File: config.mk
export PLATFORM = sky130hd
export DESIGN_NAME = arty_rst_ctrl
export DESIGN_NICKNAME = d
export VERILOG_FILES = /design/src/rtl/arty_rst_ctrl.sv
export SDC_FILE = /design/constraint.sdc
export NUM_CORES = 1
export LEC_CHECK = 0
export BUFFER_PORTS_ARGS = -buffer_cell sky130_fd_sc_hd__buf_2
export CAP_MARGIN = 40
export CORE_MARGIN = 3
export CORE_UTILIZATION = 59
export CTS_CLUSTER_SIZE = 16
export DETAILED_ROUTE_END_ITERATION = 6
export GPL_TIMING_DRIVEN = 0
export PLACE_DENSITY = 0.85
export SETUP_SLACK_MARGIN = 0.5
export SLEW_MARGIN = 0
export SYNTH_ARGS = -nofsm -noshare
export SYNTH_HDL_FRONTEND = slang
export SYNTH_SLANG_ARGS = --single-unit
File: constraint.sdc
create_clock -name hclk -period 5.1 [get_ports hclk]
set_clock_uncertainty 0.1 [all_clocks]
set_input_delay 0.255 -clock hclk [delete_from_list [all_inputs] [get_ports hclk]]
set_output_delay 0.255 -clock hclk [all_outputs]
set_load 0.01 [all_outputs]
File: src/rtl/arty_rst_ctrl.sv
// arty_rst_ctrl
// Reset sequencer between the Arty board clock/reset sources and the
// flexsoc_cm3 core. Conditions the board reset and both PLL lock inputs,
// then releases PORESETn and SYSRESETn in order, each after a stretch.
// Also runs core-requested warm resets and records the last reset cause.
//
// Build option: define ARTY_RST_LOCKUP_RESET_EN to make LOCKUP trigger a
// warm reset (cause 3). Left undefined, LOCKUP is ignored.
//
// Power-up: every register in this block comes up at zero after FPGA
// configuration. The HOLD state is encoded as zero and the busy flag is
// stored inverted (run_q), so the power-up state equals the RESET state,
// except RST_CAUSE, which comes up as 0 (PLL/power).

module arty_rst_ctrl #(
    parameter int POR_CYCLES = 16,
    parameter int SYS_CYCLES = 4
) (
    input  logic       hclk,
    input  logic       RESET,
    input  logic       HPLL_LOCKED,
    input  logic       TPLL_LOCKED,
    input  logic       SYSRESETREQ,
    input  logic       LOCKUP,
    output logic       PORESETn,
    output logic       SYSRESETn,
    output logic [1:0] RST_CAUSE,
    output logic       RST_BUSY
);

    // ------------------------------------------------------------------
    // Counter sizing: one counter serves both stretch phases and the
    // warm-reset minimum pulse, so it covers the larger of the two.
    // ------------------------------------------------------------------
    localparam int MAX_CYCLES = (POR_CYCLES > SYS_CYCLES) ? POR_CYCLES : SYS_CYCLES;
    localparam int CW         = $clog2(MAX_CYCLES) + 1;

    localparam logic [CW-1:0] CNT_ONE  = CW'(1);
    localparam logic [CW-1:0] POR_LAST = CW'(POR_CYCLES - 1);
    localparam logic [CW-1:0] SYS_LAST = CW'(SYS_CYCLES - 1);

    // Reset cause encodings as seen by software.
    localparam logic [1:0] CAUSE_PLL    = 2'd0;
    localparam logic [1:0] CAUSE_RESET  = 2'd1;
    localparam logic [1:0] CAUSE_SYSREQ = 2'd2;
    localparam logic [1:0] CAUSE_LOCKUP = 2'd3;

    // HOLD must stay the all-zero encoding so power-up lands in HOLD.
    typedef enum logic [2:0] {
        ST_HOLD     = 3'd0,
        ST_POR_WAIT = 3'd1,
        ST_SYS_WAIT = 3'd2,
        ST_RUN      = 3'd3,
        ST_WARM     = 3'd4
    } state_t;

    state_t        state_q;
    logic [CW-1:0] cnt_q;
    logic [CW-1:0] cnt_d;
    logic          poresetn_q;
    logic          sysresetn_q;
    logic          run_q;
    logic [1:0]    cause_q;

    // ------------------------------------------------------------------
    // PLL lock synchronisers: one two-flop chain per lock input. RESET
    // empties them so a release always waits for two fresh lock samples.
    // ------------------------------------------------------------------
    logic [1:0] lock_raw;
    logic [1:0] lock_sync;
    logic       lock_s;

    assign lock_raw = {TPLL_LOCKED, HPLL_LOCKED};

    genvar gi;
    generate
        for (gi = 0; gi < 2; gi++) begin : g_lock_sync
            logic meta_q;
            logic sync_q;

            // Two-stage capture of the asynchronous lock level into hclk.
            always_ff @(posedge hclk) begin
                if (RESET) begin
                    meta_q <= 1'b0;
                    sync_q <= 1'b0;
                end else begin
                    meta_q <= lock_raw[gi];
                    sync_q <= meta_q;
                end
            end

            assign lock_sync[gi] = sync_q;
        end
    endgenerate

    // Both clocks must be locked before the core may leave reset.
    assign lock_s = &lock_sync;

    // ------------------------------------------------------------------
    // Warm-reset sources. LOCKUP only participates when the option is
    // compiled in; otherwise it is tied off and never reaches the FSM.
    // ------------------------------------------------------------------
    logic lockup_req;

`ifdef ARTY_RST_LOCKUP_RESET_EN
    assign lockup_req = LOCKUP;
`else
    logic unused_lockup;
    assign lockup_req    = 1'b0;
    assign unused_lockup = LOCKUP;
`endif

    // Incremented count, shared by the stretch and warm phases.
    assign cnt_d = cnt_q + CNT_ONE;

    // ------------------------------------------------------------------
    // Sequencer: state, counter and all outputs move together on one
    // edge, so the outputs are plain flops with no input-to-output path.
    // Priority: RESET, then lock loss, then LOCKUP, then SYSRESETREQ.
    // ------------------------------------------------------------------
    always_ff @(posedge hclk) begin
        if (RESET) begin
            state_q     <= ST_HOLD;
            cnt_q       <= '0;
            poresetn_q  <= 1'b0;
            sysresetn_q <= 1'b0;
            run_q       <= 1'b0;
            cause_q     <= CAUSE_RESET;
        end else if (!lock_s && (state_q != ST_HOLD)) begin
            // Either PLL dropped out: restart the full cold sequence.
            state_q     <= ST_HOLD;
            cnt_q       <= '0;
            poresetn_q  <= 1'b0;
            sysresetn_q <= 1'b0;
            run_q       <= 1'b0;
            cause_q     <= CAUSE_PLL;
        end else begin
            case (state_q)
                ST_HOLD: begin
                    poresetn_q  <= 1'b0;
                    sysresetn_q <= 1'b0;
                    run_q       <= 1'b0;
                    if (lock_s) begin
                        state_q <= ST_POR_WAIT;
                        cnt_q   <= '0;
                    end
                end

                ST_POR_WAIT: begin
                    if (cnt_q == POR_LAST) begin
                        state_q    <= ST_SYS_WAIT;
                        cnt_q      <= '0;
                        poresetn_q <= 1'b1;
                    end else begin
                        cnt_q <= cnt_d;
                    end
                end

                ST_SYS_WAIT: begin
                    if (cnt_q == SYS_LAST) begin
                        state_q     <= ST_RUN;
                        cnt_q       <= '0;
                        sysresetn_q <= 1'b1;
                        run_q       <= 1'b1;
                    end else begin
                        cnt_q <= cnt_d;
                    end
                end

                ST_RUN: begin
                    if (lockup_req) begin
                        state_q     <= ST_WARM;
                        cnt_q       <= '0;
                        sysresetn_q <= 1'b0;
                        run_q       <= 1'b0;
                        cause_q     <= CAUSE_LOCKUP;
                    end else if (SYSRESETREQ) begin
                        state_q     <= ST_WARM;
                        cnt_q       <= '0;
                        sysresetn_q <= 1'b0;
                        run_q       <= 1'b0;
                        cause_q     <= CAUSE_SYSREQ;
                    end
                end

                ST_WARM: begin
                    // The counter parks at its last value so a long request
                    // only extends the pulse; release waits for the request
                    // (and lockup, if enabled) to drop.
                    if (cnt_q == SYS_LAST) begin
                        if (!SYSRESETREQ && !lockup_req) begin
                            state_q     <= ST_RUN;
                            cnt_q       <= '0;
                            sysresetn_q <= 1'b1;
                            run_q       <= 1'b1;
                        end
                    end else begin
                        cnt_q <= cnt_d;
                    end
                end

                default: begin
                    state_q     <= ST_HOLD;
                    cnt_q       <= '0;
                    poresetn_q  <= 1'b0;
                    sysresetn_q <= 1'b0;
                    run_q       <= 1'b0;
                end
            endcase
        end
    end

    assign PORESETn  = poresetn_q;
    assign SYSRESETn = sysresetn_q;
    assign RST_CAUSE = cause_q;
    assign RST_BUSY  = ~run_q;

endmodule

==> out/metrics.cfg, run 1 <==
[clock_tree]
cts_setup_buffers = 0
numCtsBuffers = 3
cts_tree = done
clock-root-buffer = clkbuf_4
hold_buffers = 0
clock_sinks = 16
cts_resized = 0
clk_pin_slew_worst_paths_ns = 0.09
worst_skew_pair.late_latency_ns = 0.29
clk_path_buf_depth = 2
htreeDepth = 1

[synth]
syn_area_um2 = 891
ys_seq_area_share_pct = 36.0
synth_edf_count = 0
synth.distinct_cells = 34
ys_ff_latch = 16
postSynthCellCount = 111
yosys_warnings = 0
synth_ff_type = dfxtp_1
synth-async-reset-ratio_pct = 0
syn-num-nets = 120
avgSynthCellArea_um2 = 8.03

[critical_path]
worstSetupPathDepth = 5
cpPeakStageDelay_ns = 0.53
cp_top_family = simple AND/OR/NAND/NOR gates
criticalPathCategory = flop to flop
cp_max_fo = 7
rrSetupSlack_ns = 2.88
worstPathCellList = ha_1 -> or4b_4 -> a31o_4 -> or4_1 -> a21oi_1
worst_setup_path_end_kind = flop
critPathBufInv = 0
worstPathRequired_ns = 5.23
arrival_ns = 2.35
rr_startpoint = cnt_q[0]
r2r_cells = 5
r2r-end = state_q[0]
slowest_stage = or4b_4
startpoint_type = flop

[global_routing]
grt_use_total_pct = 22.0
grt_pass1_wl_mm = 3.28
grt_max_degree = 11
antenna_found_initial = 0
grt_pass1_vias = 758
gr-total-overflow = 0

[die]
fp.dieW_um = 44.9
core_um2 = 1350
fp-row-count = 13
die_h_um = 44.9
dieArea_um2 = 2010
io_pins = 11
initial_core_util_pct = 66.0

[route]
drcViolationCount = 0
ant_nets = 0
drt_wl_total_mm = 2.00
drt_iter0_markers = 33
vias = 881
routedWlPerCell_um = 14.6
drtPass1Iterations = 4
avgViaCountPerCell = 6.43

[cells_and_area]
stdcell_area_um2 = 972
areaGrowthSynthToFinish_pct = 9.13
final_util_pct = 72.0
drive_above_1_share_pct = 12.3
num-fill-cells = 115
final-seq-area_um2 = 320
diodes = 0
multiInputGateArea_um2 = 522
nets = 133

[run_status]
status = finished, final reports clean

[timing]
rsz0062_at_grt = no
max_clock_freq_mhz = 450
final-hold-violation-count = 0
tightest_slew_ns = 0.584
finalSetupViolCount = 0
max_slew_margin_pct = 61.1
finalCritPeriodShare_pct = 43.6
drv_slew = 0
setup_tns_ns = 0
fin_crit_ns = 2.22

[job]
cap_violations = 0

[worst_hold_path]
worstHoldStart = HPLL_LOCKED
hold_class = primary input to flop
min_path_cells = 2
hold_end = g_lock_sync[0].meta_q

[place]
portBuffers = 8
gp_congestion = 0.765
placed_area_um2 = 950
place_hpwl_mm = 1.44

[power]
leakagePower_nw = 0.392
powerDensity_nw_per_um2 = 263
ir_worst_vdd_v = 0.000159

==> per-layer routing <==
metal	GRT usage [%]	wire length [um]
met1	27.8	876
met2	35.8	945
met3	3.98	113
met4	11.1	62
met5	0	0
==> worst max-delay path by stage <==
stage | to | from
after floorplan | state_q[0] | cnt_q[0]
after detailed placement | state_q[0] | cnt_q[0]
final | state_q[0] | cnt_q[0]
after global placement | state_q[0] | cnt_q[0]
after CTS | state_q[0] | cnt_q[0]
after global routing | cnt_q[3] | cnt_q[0]
==> cells in the final DEF (no fill, tap or decap), types with 3 or more instances in the layout <==
| master | count |
|---|---|
| nand2_1 | 6 |
| clkbuf_1 | 7 |
| nand3b_1 | 4 |
| buf_2 | 8 |
| dfxtp_1 | 16 |
| nor2b_1 | 5 |
| ha_1 | 3 |
| nand3_1 | 4 |
| inv_1 | 6 |
| o22ai_1 | 3 |
| a21oi_1 | 14 |
| clkbuf_4 | 3 |
| o21ai_0 | 9 |
| nor2_1 | 7 |
==> cells in the mapped netlist, drive strengths merged, types with 2 or more instances <==
library cell  count  area share [%]
nand2             6             2.5
nor2b             5             3.5
clkbuf            7             2.9
nor2              7             2.9
o21ai             9             5.1
inv               6             2.5
nand3             4             2.2
a21oi            14             7.9
a211oi            2             1.7
nand4b            2             2.0
nor3              2             1.1
o22ai             3             2.1
nor4b             2             2.0
ha                3             4.2
nand2b            2             1.4
nand3b            4             3.4
dfxtp            16              36
a31o              2             2.9
==> report_power, final <==
| part | leakage [nW] | internal (mW) | switching, mW |
|---|---|---|---|
| clock network | 0.0138 | 0.0275 | 0.0377 |
| registers | 0.130 | 0.132 | 0.00442 |
| logic | 0.248 | 0.0212 | 0.0326 |
==> per-stage QoR <==
step	hold WS, ns	total power [mW]	cells	setup WS [ns]
4_1_cts	0.0840	0.255	137	2.89
5_1_grt	0.0858	0.266	137	2.72
3_5_place_dp	0.325	0.192	134	2.91
6_report	0.0777	0.256	137	2.88
2_1_floorplan	0.227	0.178	111	3.02
3_3_place_gp	0.314	0.191	134	2.93
==> cell families (layout without fill, tap and decap cells) <==
| logic type | after synthesis | count (layout) | synth area share, % |
|---|---|---|---|
| xor+xnor | 1 | 1 | 0.983 |
| buf+inv | 13 | 24 | 5.48 |
| fa+ha+maj | 3 | 3 | 4.21 |
| simple gates | 42 | 42 | 28.4 |
| compound gates | 36 | 36 | 25.0 |
| flops | 16 | 16 | 36.0 |
==> worst reg2reg max path, stage by stage, from the launching register on <==
cell     delay, ns
dfxtp_1       0.38
ha_1          0.24
or4b_4        0.53
a31o_4        0.29
or4_1         0.50
a21oi_1       0.13
==> flip-flops by register name, indices dropped and copies added, names as in the netlist <==
name / flops
cnt_q: 5
state_q: 3
RST_CAUSE: 2
g_lock_sync.sync_q: 2
g_lock_sync.meta_q: 2
run_q: 1
PORESETn: 1
==> final cells by class <==
cell class,count,area share [%]
Multi-Input combinational cell,82,53.7
Buffer,7,2.70
Clock buffer,3,2.32
Tap cell,15,1.93
Timing Repair Buffer,8,4.12
Sequential cell,16,32.9
Inverter,6,2.32
No activity file was read; power rests on OpenSTA's default activity.
==> inputs of run 2 (changes only) <==
--- a/config.mk
+++ b/config.mk
@@ -8,11 +8,11 @@
 export BUFFER_PORTS_ARGS = -buffer_cell sky130_fd_sc_hd__buf_2
 export CAP_MARGIN = 40
 export CORE_MARGIN = 3
-export CORE_UTILIZATION = 59
+export CORE_UTILIZATION = 50
 export CTS_CLUSTER_SIZE = 16
 export DETAILED_ROUTE_END_ITERATION = 6
 export GPL_TIMING_DRIVEN = 0
-export PLACE_DENSITY = 0.85
+export PLACE_DENSITY = 0.77
 export SETUP_SLACK_MARGIN = 0.5
 export SLEW_MARGIN = 0
 export SYNTH_ARGS = -nofsm -noshare
==> constraint.sdc (replaced) <==
create_clock -name hclk -period 1.8 [get_ports hclk]
set_clock_uncertainty 0.1 [all_clocks]
set_input_delay 0.09 -clock hclk [delete_from_list [all_inputs] [get_ports hclk]]
set_output_delay 0.09 -clock hclk [all_outputs]
set_load 0.01 [all_outputs]
==> out/metrics.cfg, run 2 (synthesis gave the netlist of run 1 again) <==
[route]
ant_nets = 0
vias = 1023
route.met3.wl_um = 167
routedWlPerCell_um = 17.7
drcViolationCount = 0
m1WireLength_mm = 1.34
route.met2.wl_mm = 1.36
avgViaCountPerCell = 6.13
drtPass1Iterations = 4
drt_iter0_markers = 49
top_layer = met4
drt_wl_total_mm = 2.96

[clock_tree]
cts_tree = done
clk_path_buf_depth = 2
clock_sinks = 16
clk_pin_slew_worst_paths_ns = 0.10
worst_skew_pair.late_latency_ns = 0.29
clock-root-buffer = clkbuf_4
numCtsBuffers = 3
htreeDepth = 1

[run_status]
violations = negative setup slack
status = complete, but fails checks

[power]
p_sw_share_pct = 30.7
leakagePower_nw = 0.572
p_comb_share_pct = 29.0
internal_power_mw = 0.630
p_seq_share_pct = 43.4
powerDensity_nw_per_um2 = 671
ir_worst_vdd_v = 0.000566
p_sw_mw = 0.279
p_clk_share_pct = 27.6

[worst_hold_path]
worstHoldStart = SYSRESETREQ
hold_class = primary input to flop

[job]
cap_violations = 0

[cells_and_area]
largest_register_ffs = 5
nets = 153
final_cell_mix = 13 x buf_4, 11 x dfxtp_1, 9 x buf_2, 8 x a21oi_1
stdcell_area_um2 = 1360
reg.largest.list = cnt_q x5, state_q x3
areaGrowthSynthToFinish_pct = 52.1
drive_above_1_share_pct = 43.4
diodes = 0
final_common_cell = buf_4
final_cells = 167
regMostFlops = cnt_q

[timing]
setup_ws_ns = -0.162
setup_tns_ns = -0.654
drv_slew = 0
rsz0062_at_grt = yes
final-hold-violation-count = 0
max_slew_margin_pct = 68.8
finalCritPeriodShare_pct = 109
max_clock_freq_mhz = 510
tightest_slew_ns = 0.467
finalSetupViolCount = 7
fin_crit_ns = 1.96

[critical_path]
cp-startpoint = cnt_q[2]
criticalPathCategory = flop to flop
worstPathRequired_ns = 1.93
rr_startpoint = cnt_q[2]
r2r_cells = 4
endpoint = state_q[0]
cpPeakStageDelay_ns = 0.60
worstSetupPathDepth = 4
r2r-end = state_q[0]
worst_setup_path_end_kind = flop
critPathBufInv = 0
cp_top_family = simple AND/OR/NAND/NOR gates
worstPathCellList = or4b_4 -> a31o_4 -> or4_1 -> a21oi_1
cp_max_fo = 7
slowest_stage = or4b_4
arrival_ns = 2.09
startpoint_type = flop
rrSetupSlack_ns = -0.16

[place]
place_hpwl_mm = 1.37
gp_congestion = 0.841
placed_area_um2 = 1020
portBuffers = 8
dp_cells = 143

[global_routing]
gr-total-overflow = 0
antenna_found_initial = 0
grt_max_degree = 11
grt_pass1_vias = 875
grt_pass1_wl_mm = 4.15
grt_use_total_pct = 26.4

[die]
io_pins = 11
fp-row-count = 14
dieArea_um2 = 2320
fp.dieW_um = 48.2
core_um2 = 1590
initial_core_util_pct = 55.9
die_h_um = 48.2

[run 2: power by group through the flow]
stage          sequential, mW  clock (mW)  combinational [mW]
2_1_floorplan           0.398           0               0.128
3_3_place_gp            0.398           0               0.166
3_5_place_dp            0.399           0               0.172
4_1_cts                 0.389       0.243               0.213
5_1_grt                 0.396       0.262               0.279
6_report                0.394       0.251               0.263
[run 2: worst min-delay path, delay by kind of cell]
family / cells / cell delay (ns)
and+or+nand+nor: 1 / 0.23
buffers and inverters: 1 / 0.21
AOI/OAI and AO/OA: 1 / 0.08
[run 2: through the flow]
step	utilization (%)	power (mW)	hold slack, ns	setup slack, ns
2_1_floorplan	-	0.526	0.0616	-0.125
3_3_place_gp	63.7	0.564	0.198	-0.189
3_5_place_dp	63.7	0.571	0.205	-0.225
4_1_cts	78.3	0.845	0.220	-0.115
5_1_grt	85.0	0.937	0.257	-0.191
6_report	85.0	0.909	0.259	-0.162
[run 2: worst min path at each step]
stage	endpoint	cells after the start
3_3_place_gp	g_lock_sync[1].meta_q	2
4_1_cts	RST_CAUSE[1]	3
2_1_floorplan	g_lock_sync[0].meta_q	1
6_report	RST_CAUSE[1]	3
3_5_place_dp	g_lock_sync[0].meta_q	2
5_1_grt	state_q[2]	3
[run 2: layer usage]
layer / global-route usage [%] / vias up
met2: 43.5 / 57
li1: - / 469
met3: 5.90 / 10
met4: 8.60 / 0
met1: 33.9 / 487
met5: 0 / -
[run 2: cell type report]
class	count	area, um^2
clock buffer	4	36.3
fill	79	239
sequential	16	329
multi-input combinational	82	657
timing repair buffer	28	221
buffer	7	58.8
inverter	6	22.5
tap	24	30.0
[run 2: timing repair]
item | 4_1_cts | 5_1_grt
gates resized for setup | 22 | 19
endpoints found under the hold margin | 4 | 0
buffers inserted | 11 | 6
pin swaps | 12 | 10
cloned | 0 | 0
hold buffers | 3 | 0
setup endpoints to repair | 12 | 12
==> inputs of run 3 (changes only) <==
--- a/config.mk
+++ b/config.mk
@@ -13,6 +13,7 @@
 export DETAILED_ROUTE_END_ITERATION = 6
 export GPL_TIMING_DRIVEN = 0
 export PLACE_DENSITY = 0.77
+export REMOVE_ABC_BUFFERS = 1
 export SETUP_SLACK_MARGIN = 0.5
 export SLEW_MARGIN = 0
 export SYNTH_ARGS = -nofsm -noshare
==> out/metrics.cfg, run 3 (synthesis gave the netlist of run 1 again) <==
[run_status]
status = complete, but fails checks
violations = negative setup slack

[timing]
max_clock_freq_mhz = 513
drv_slew = 0
finalSetupViolCount = 7
setup_ws_ns = -0.149
max_slew_margin_pct = 75.5
fin_crit_ns = 1.95
tightest_slew_ns = 0.368
finalCritPeriodShare_pct = 108
rsz0062_at_grt = yes
holdWs_ns = 0.122
final-hold-violation-count = 0

[power]
powerDensity_nw_per_um2 = 644
ir_worst_vdd_v = 0.000514
leakagePower_nw = 0.495

[place]
gp_congestion = 0.820
portBuffers = 9
place_hpwl_mm = 1.28

[cells_and_area]
final_util_pct = 77.5
num-fill-cells = 108
regMostFlops = cnt_q
diodes = 0
reg.largest.list = cnt_q x5, state_q x3
final_common_cell = dfxtp_1
multiInputGateArea_um2 = 673
nets = 138
final_cell_mix = 10 x dfxtp_1, 9 x buf_2, 7 x a21oi_1, 7 x o21ai_0
drive_above_1_share_pct = 40.9
final-seq-area_um2 = 340
areaGrowthSynthToFinish_pct = 38.6
largest_register_ffs = 5

[critical_path]
criticalPathCategory = flop to flop
startpoint_type = flop
slowest_stage = or4b_4
worst_setup_path_end_kind = flop
cp_max_fo = 3
cpPeakStageDelay_ns = 0.48
critPathBufInv = 0
cp_top_family = simple AND/OR/NAND/NOR gates
worstPathCellList = ha_4 -> or4b_4 -> a31o_4 -> or4_4 -> a21oi_2
arrival_ns = 2.07
worstPathRequired_ns = 1.92

[die]
fp-row-count = 14
die_h_um = 48.2
fp.dieW_um = 48.2
dieArea_um2 = 2320
core_um2 = 1590
initial_core_util_pct = 55.9
io_pins = 11

[clock_tree]
clock-root-buffer = clkbuf_4
htreeDepth = 1
clk_path_buf_depth = 2
clk_pin_slew_worst_paths_ns = 0.09
clock_sinks = 16
worst_skew_pair.late_latency_ns = 0.29
cts_tree = done
numCtsBuffers = 3

[job]
cap_violations = 0

[route]
route.met3.wl_um = 89
ant_nets = 0
drt_iter0_markers = 28
m1WireLength_mm = 1.02
routedWlPerCell_um = 15.8
route.met2.wl_mm = 1.22
drtPass1Iterations = 4
top_layer = met4
vias = 900
drt_wl_total_mm = 2.39
avgViaCountPerCell = 5.96
drcViolationCount = 0

[global_routing]
gr-total-overflow = 0
antenna_found_initial = 0
grt_max_degree = 22
grt_pass1_wl_mm = 3.81
grt_pass1_vias = 845
grt_use_total_pct = 23.4

[worst_hold_path]
hold_class = primary input to flop

==> run 3: per-layer routing <==
metal / vias to the layer above / global-route usage [%]
met5: - / 0
met4: 0 / 10.2
met3: 10 / 4.80
met2: 28 / 37.5
met1: 427 / 30.2
li1: 435 / -
==> run 3: path summary, 6_finish.rpt <==
path,from,end,slack [ns],cells after the start
worst min register to register,g_lock_sync[1].meta_q,g_lock_sync[1].sync_q,0.35,1
worst max register to register,cnt_q[0],state_q[0],-0.15,5
worst max-delay path,cnt_q[0],state_q[0],-0.15,5
worst min-delay path,SYSRESETREQ,state_q[2],0.12,3
==> run 3: tightest hold or removal path, cell delays in order <==
cell and delay, ns:
buf_2 0.19, a211oi_2 0.09, o22ai_1 0.10
==> run 3: area by class of cell <==
type,count,area share [%]
multi-input cells,82,54.5
repair buffers,20,11.9
clock buffers,3,1.82
inverters,6,1.82
well taps,24,2.43
flip-flops and latches,16,27.6
==> run 3: stage by stage <==
step                cells  worst slack (ns)  total power [mW]  setup TNS (ns)  cell area, um^2
floorplan             104            -0.277             0.499          -0.324              865
global placement      137            -0.359             0.535           -1.45              940
detailed placement    137            -0.419             0.542           -1.72              940
CTS                   150            -0.162             0.772          -0.641             1180
global route          151            -0.195             0.833          -0.940             1230
finish                151            -0.149             0.796          -0.476             1230
==> run 3: report_power, final <==
group          internal (mW)  leakage, nW  total (mW)  switching (mW)
logic                 0.0973        0.347       0.196          0.0990
registers              0.373        0.135       0.407          0.0335
clock network         0.0779       0.0138       0.193           0.115
total                  0.548        0.495       0.796           0.247
==> run 3: what timing repair did <==
action                                  CTS  global route
pin swaps                                13             9
buffers inserted                          7             1
hold endpoints to repair                  4             0
resized for setup                        33            13
endpoints found under the setup margin   12            12
gates cloned                              0             0
hold buffers                              3             0
